## src/rtl/sseg_pkg.sv

```systemverilog
// Shared constants and types for the seven-segment scanner.
package sseg_pkg;

  localparam int NUM_DIGITS = 4;
  localparam logic [3:0] AN_OFF = 4'b1111;
  localparam int REFRESH_DIV_DEFAULT = 100000;

  typedef logic [1:0] digit_sel_t;

  // Active-low one-hot anode pattern for a selected digit.
  function automatic logic [3:0] an_for_sel(input digit_sel_t sel);
    return ~(4'b0001 << sel);
  endfunction

endpackage

```

## src/rtl/sseg_prescaler.sv

```systemverilog
// Refresh prescaler: counts 0..REFRESH_DIV-1 and pulses tick on the last count.
module sseg_prescaler
  import sseg_pkg::*;
#(
  parameter int REFRESH_DIV = REFRESH_DIV_DEFAULT
) (
  input  logic clk,
  input  logic reset,
  output logic tick
);

  localparam int CNT_W = $clog2(REFRESH_DIV);
  localparam logic [CNT_W-1:0] CNT_LAST = CNT_W'(REFRESH_DIV - 1);

  logic [CNT_W-1:0] cnt_q, cnt_d;

  always_comb begin
    tick  = (cnt_q == CNT_LAST);
    cnt_d = tick ? '0 : cnt_q + CNT_W'(1);
  end

  always_ff @(posedge clk) begin
    if (reset) cnt_q <= '0;
    else       cnt_q <= cnt_d;
  end

endmodule

```

## src/rtl/sseg_scan_mux.sv

```systemverilog
// Four-digit seven-segment scanner with frame-aligned value updates.
// Optional leading-zero suppression is enabled by defining LEADING_ZERO_BLANK_EN.
module sseg_scan_mux
  import sseg_pkg::*;
#(
  parameter int REFRESH_DIV = REFRESH_DIV_DEFAULT
) (
  input  logic        clk,
  input  logic        reset,
  input  logic [15:0] data_in,
  input  logic [3:0]  dp_in,
  input  logic        load,
  input  logic        blank,
  output logic [3:0]  hex,
  output logic        dp,
  output logic [3:0]  an,
  output logic        load_pending
);

  logic       tick;
  logic       frame_end;
  digit_sel_t sel_q, sel_d;
  logic [15:0] disp_data_q, disp_data_d;
  logic [3:0]  disp_dp_q, disp_dp_d;
  logic [15:0] shadow_data_q, shadow_data_d;
  logic [3:0]  shadow_dp_q, shadow_dp_d;
  logic        pending_q, pending_d;
  logic [3:0]  an_q, an_d;
  logic [3:0]  hex_q, hex_d;
  logic        dp_q, dp_d;
  logic [3:0]  suppress;
`ifdef LEADING_ZERO_BLANK_EN
  logic        lz_run;
`endif

  sseg_prescaler #(.REFRESH_DIV(REFRESH_DIV)) u_prescaler (
    .clk   (clk),
    .reset (reset),
    .tick  (tick)
  );

  // Digit select and the shadow/display register handoff at the frame boundary.
  always_comb begin
    frame_end     = tick && (sel_q == digit_sel_t'(NUM_DIGITS - 1));
    sel_d         = tick ? sel_q + digit_sel_t'(1) : sel_q;
    disp_data_d   = disp_data_q;
    disp_dp_d     = disp_dp_q;
    shadow_data_d = shadow_data_q;
    shadow_dp_d   = shadow_dp_q;
    pending_d     = pending_q;
    if (frame_end) begin
      if (load) begin
        disp_data_d = data_in;
        disp_dp_d   = dp_in;
      end else if (pending_q) begin
        disp_data_d = shadow_data_q;
        disp_dp_d   = shadow_dp_q;
      end
      pending_d = 1'b0;
    end else if (load) begin
      shadow_data_d = data_in;
      shadow_dp_d   = dp_in;
      pending_d     = 1'b1;
    end
  end

  // A digit is suppressed while it and all higher digits are zero with no decimal point set.
  always_comb begin
    suppress = '0;
`ifdef LEADING_ZERO_BLANK_EN
    lz_run = 1'b1;
    for (int k = NUM_DIGITS - 1; k >= 1; k--) begin
      lz_run      = lz_run && (disp_data_q[4*k +: 4] == 4'h0) && !disp_dp_q[k];
      suppress[k] = lz_run;
    end
`endif
  end

  always_comb begin
    hex_d = disp_data_q[{sel_q, 2'b00} +: 4];
    dp_d  = blank ? 1'b1 : ~disp_dp_q[sel_q];
    an_d  = (blank || suppress[sel_q]) ? AN_OFF : an_for_sel(sel_q);
  end

  always_ff @(posedge clk) begin
    if (reset) begin
      sel_q         <= '0;
      disp_data_q   <= '0;
      disp_dp_q     <= '0;
      shadow_data_q <= '0;
      shadow_dp_q   <= '0;
      pending_q     <= 1'b0;
      an_q          <= AN_OFF;
      hex_q         <= 4'h0;
      dp_q          <= 1'b1;
    end else begin
      sel_q         <= sel_d;
      disp_data_q   <= disp_data_d;
      disp_dp_q     <= disp_dp_d;
      shadow_data_q <= shadow_data_d;
      shadow_dp_q   <= shadow_dp_d;
      pending_q     <= pending_d;
      an_q          <= an_d;
      hex_q         <= hex_d;
      dp_q          <= dp_d;
    end
  end

  assign an           = an_q;
  assign hex          = hex_q;
  assign dp           = dp_q;
  assign load_pending = pending_q;

endmodule

```

## config.mk

```make
export PLATFORM = sky130hd
export DESIGN_NAME = sseg_scan_mux
export DESIGN_NICKNAME = d
export VERILOG_FILES = /design/src/rtl/sseg_pkg.sv /design/src/rtl/sseg_prescaler.sv /design/src/rtl/sseg_scan_mux.sv
export SDC_FILE = /design/constraint.sdc
export NUM_CORES = 1
export LEC_CHECK = 0
export BUFFER_PORTS_ARGS = -buffer_cell sky130_fd_sc_hd__buf_2
export CORE_ASPECT_RATIO = 1.2
export CORE_MARGIN = 2
export CORE_UTILIZATION = 30
export CTS_CLUSTER_SIZE = 20
export DETAILED_ROUTE_END_ITERATION = 10
export PLACE_DENSITY = 0.44
export SLEW_MARGIN = 20
export SYNTH_ARGS = -nofsm -noshare
export SYNTH_HDL_FRONTEND = slang
export SYNTH_SLANG_ARGS = --single-unit
```

## constraint.sdc

```tcl
create_clock -name clk -period 2.8 [get_ports clk]
set_clock_uncertainty 0.15 [all_clocks]
set_input_delay 0.56 -clock clk [delete_from_list [all_inputs] [get_ports clk]]
set_output_delay 0.56 -clock clk [all_outputs]
set_load 0.02 [all_outputs]
```

==> results.env <==
CTSROOTBUFFERMASTER='sky130_fd_sc_hd__clkbuf_16'
DR.PASS1.ITERS=4
FINAL.MIN_CLOCK_PERIOD_NS=2.274
MULTI_INPUT_AREA_UM2=1881
SYNTH.DISTINCT_CELLS=38
ROUTEDWLPERCELL_UM=16.11
GRT_MAX_DEGREE=44
PERIOD_SHARE=0.8122
CRITICAL_PATH.STARTPOINT_TYPE='register'
DRV_SLEW=0
AREAGROWTHSYNTHTOFINISH_PCT=16.38
CRIT_FAMILY='simple AND/OR/NAND/NOR gates'
CRITPATHBUFINV=1
DETAILROUTE.VIA_COUNT=2882
GP_CONGESTION=0.7247
GRT_OVERFLOW_TOTAL=0
PWR_PER_CELL_AREA_nW_PER_UM2=579.0
CRITICAL_PATH_ARRIVAL_NS=2.40
WORSTPATHCELLLIST='ha_1 -> and4b_1 -> nand4_4 -> buf_4 -> a2111oi_2 -> a31o_1'
HOLD_DEPTH=3
INITIAL_ANTENNA_VIOLATION_COUNT=0
GRT_UTIL_ALL_LAYERS=0.1529
SYNTH_CELLS=367
FINALCOREUTILIZATION=0.3545
HOLD_PATH.CLASS='in -> reg'
R2R_SETUP_SLACK_NS=0.53
INSERTION_DELAY_NS=0.33
GRT_PASS1_VIAS=2785
DIE_WIDTH_UM=102.2
EFFECTIVE_UTILIZATION_AT_FLOORPLAN=0.3046
YOSYSWARNINGS=0
TIMING.CRITICAL_PATH.DEPTH=6
RUN_STATUS='finished clean'
FINAL_NET_COUNT=417
MAX_CLOCK_FREQ_MHz=439.7
R2R_END='disp_data_q[8]'
CTS.SINKS=69
WIRE_LENGTH_OF_THE_FIRST_GLOBAL_ROUTING_PASS_UM=14600
DIEHEIGHT_UM=121.9
HPWL_UM=5898
DETAIL_ROUTE.WIRELENGTH_UM=8863
VIA_PER_INST=5.240
POST_SYNTH_MUX_AREA_SHARE=0.03241
WORST_HOLD_STARTPOINT='blank'
DOMINANT_COMBINATIONAL_CELL_FAMILY_BY_AREA_AFTER_SYNTHESIS='simple AND/OR/NAND/NOR gates'
NUMBER_OF_ANTENNA_CELLS_INSERTED=0
CRITPATHCAPTURETYPE='register'
SYNTH_SEQUENTIAL_AREA_RATIO=0.3976
POST_ROUTE_CELLS_DRIVE_ABOVE_1_SHARE=0.2341
POST_CTS_HOLD_BUFFER_COUNT=0
TIMING.HOLD.WORST_ENDPOINT='dp'
SYN_AREA_UM2=3475
SYNTHADDERAREAFRAC=0.01801
DIE_AREA_UM2=12460
POWER.STATIC_LEAKAGE_nW=1.363
SETUP_VIOLATIONS=0
WORST-PATH-MAX-FANOUT=15
SYNTHESIS.AREA_PER_INSTANCE_UM2=9.468
TIGHTESTPINTRANSITION_NS=0.5526
POWER.IR.VDD_WORST_mV=0.2603
GRT_SETUP_UNREPAIRED='false'
SETUP_TOTAL_NEGATIVE_SLACK_NS=0
REGAREA_UM2=1381
CTS_TREE='yes'
CTS-BUFFERS-INSERTED=9
SLEW-LIMIT-HEADROOM=0.6220
PORT_BUFFERS=33
FIN_WS_NS=0.5258
SYNTH_COMPOUND_GATE_AREA_SHARE=0.2243
ROUTE.ANTENNA.REMAINING_NETS=0
CLOCK_TRANSITION_AT_THE_REGISTERS_OF_THE_REPORTED_PATHS_NS=0.06
REG2REGPATHDEPTH=6
DETAIL_ROUTE.DRC_VIOLATIONS=0
TOTAL_POWER_W=0.002341
FINALHOLDWORSTSLACK_NS=0.3112
DR.FIRST_ITER.DRC_COUNT=150
CTSLONGESTPATHBUFFERS=2
WORST-SETUP-PATH-TYPE='reg -> reg'
PLACE_WORST_SETUP_SLACK_NS=0.4694
MAXCAPVIOLATIONS=0
POST-CTS-SETUP-BUFFER-COUNT=0
SYNTH-XOR-AREA-SHARE=0.03781
WORSTSETUPSTARTPOINT='u_prescaler.cnt_q[0]'
PLACEMENT_ROWS=43
TIMING.RR.START='u_prescaler.cnt_q[0]'
CRIT_PATH_TOP_DELAY_CELL='sky130_fd_sc_hd__dfxtp_1'
SYNTHSIMPLEGATEAREAFRAC=0.2276
TOTAL_OF_FLIP_FLOPS_PLUS_LATCHES_AFTER_SYNTHESIS=69
NUM-FILL-CELLS=1173
WORSTPATHREQUIRED_NS=2.93
TIMING.FINAL.HOLD_VIOLATIONS=0
IO-PIN-COUNT=34
HTREE_NUM_LEVELS=3
POST_CTS.RESIZED_INSTANCES=0
DESIGN.CORE.AREA_UM2=11410
SYN_NETS=396
CRITPATHMAXSTAGEDELAY_NS=0.41
## stage by stage
stage / std cells / instance area [um^2]
2_1_floorplan: 367 / 3475
3_3_place_gp: 534 / 3744
3_5_place_dp: 534 / 3744
4_1_cts: 550 / 4044
5_1_grt: 550 / 4044
6_report: 550 / 4044
## layer usage
| metal | wire length, um | global-route usage | share of wire |
|---|---|---|---|
| met2 | 4252 | 0.2410 | 0.48 |
| met5 | 0 | 0 | 0 |
| met4 | 167 | 0.07000 | 0.019 |
| met3 | 269 | 0.02524 | 0.030 |
| met1 | 4173 | 0.2041 | 0.47 |
## area by class of cell
cell class / instances / area share
well taps: 157 / 0.04858
flip-flops and latches: 69 / 0.3416
clock buffers: 10 / 0.05910
inverters: 4 / 0.003713
repair buffers: 47 / 0.06683
multi-input cells: 257 / 0.4650
clock inverters: 6 / 0.01516
## registers in the layout, indices dropped and copies added (netlist names)
register,count
load_pending,1
shadow_dp_q,4
u_prescaler.cnt_q,17
disp_dp_q,4
sel_q,2
dp,1
an,4
shadow_data_q,16
disp_data_q,16
hex,4
## placed cells by master (no fill, tap or decap), drive strengths merged, types with 2 or more instances in the layout
cell type | Yosys | final
nand2b | 20 | 20
nor4 | 5 | 5
and4 | 2 | 2
and2 | 4 | 4
nand2 | 33 | 33
a21oi | 2 | 2
xnor2 | 9 | 9
o311ai | 20 | 20
nand4 | 29 | 29
and4b | 2 | 2
mux4 | 5 | 5
and3 | 2 | 2
nor2 | 40 | 40
a2111oi | 20 | 20
nor3 | 2 | 2
a31oi | 20 | 20
a31o | 20 | 20
nand3 | 6 | 6
clkbuf | 19 | 10
xor2 | 6 | 6
ha | 5 | 5
buf | 18 | 47
dfxtp | 69 | 69
clkinv | 0 | 3
inv | 4 | 5
## how the worst max path moves through the flow
stage                     end  slack, ns
2_1_floorplan  disp_data_q[3]       0.87
3_3_place_gp     disp_dp_q[3]       0.52
3_5_place_dp     disp_dp_q[3]       0.47
4_1_cts          disp_dp_q[3]       0.46
5_1_grt          disp_dp_q[3]       0.27
6_report       disp_data_q[8]       0.53
## Yosys cell counts, drive strengths merged
cell     instances  share of area
nand4           29          0.057
dfxtp           69           0.40
nand3            6         0.0086
a211oi           1         0.0022
a31o            20          0.050
and4             2         0.0050
or2              1         0.0025
a21oi            2         0.0029
o311ai          20          0.050
o21ai            1         0.0014
nor4b            1         0.0068
xor2             6          0.015
ha               5          0.018
buf             18          0.037
nand2b          20          0.036
a31oi           20          0.036
and3             2         0.0036
a2111oi         20          0.081
clkbuf          19          0.021
inv              4         0.0043
xnor2            9          0.023
and4bb           1         0.0036
and4b            2         0.0068
nand2           33          0.036
nor3             2         0.0029
nor4             5         0.0090
and2             4         0.0072
nor2            40          0.043
mux4             5          0.032
## cells by family after synthesis
family	count (synthesis)
multiplexers	5
AO/OA/AOI/OAI	84
AND/OR/NAND/NOR	148
adder cells (fa/ha/maj)	5
flip-flops	69
buffers and inverters	41
XOR/XNOR	15
## where the power goes
group / switching [W] / total, W / internal (W)
sequential: 0.0000207 / 0.00104 / 0.00102
clock: 0.000435 / 0.00115 / 0.000712
combinational: 0.000103 / 0.000159 / 0.0000558
## worst register-to-register path: stages, from the launching register on
cell and delay [ns]:
sky130_fd_sc_hd__dfxtp_1 0.41, sky130_fd_sc_hd__ha_1 0.33, sky130_fd_sc_hd__and4b_1 0.29, sky130_fd_sc_hd__nand4_4 0.27, sky130_fd_sc_hd__buf_4 0.32, sky130_fd_sc_hd__a2111oi_2 0.32, sky130_fd_sc_hd__a31o_1 0.14
No activity file was read; power rests on OpenSTA's default activity.
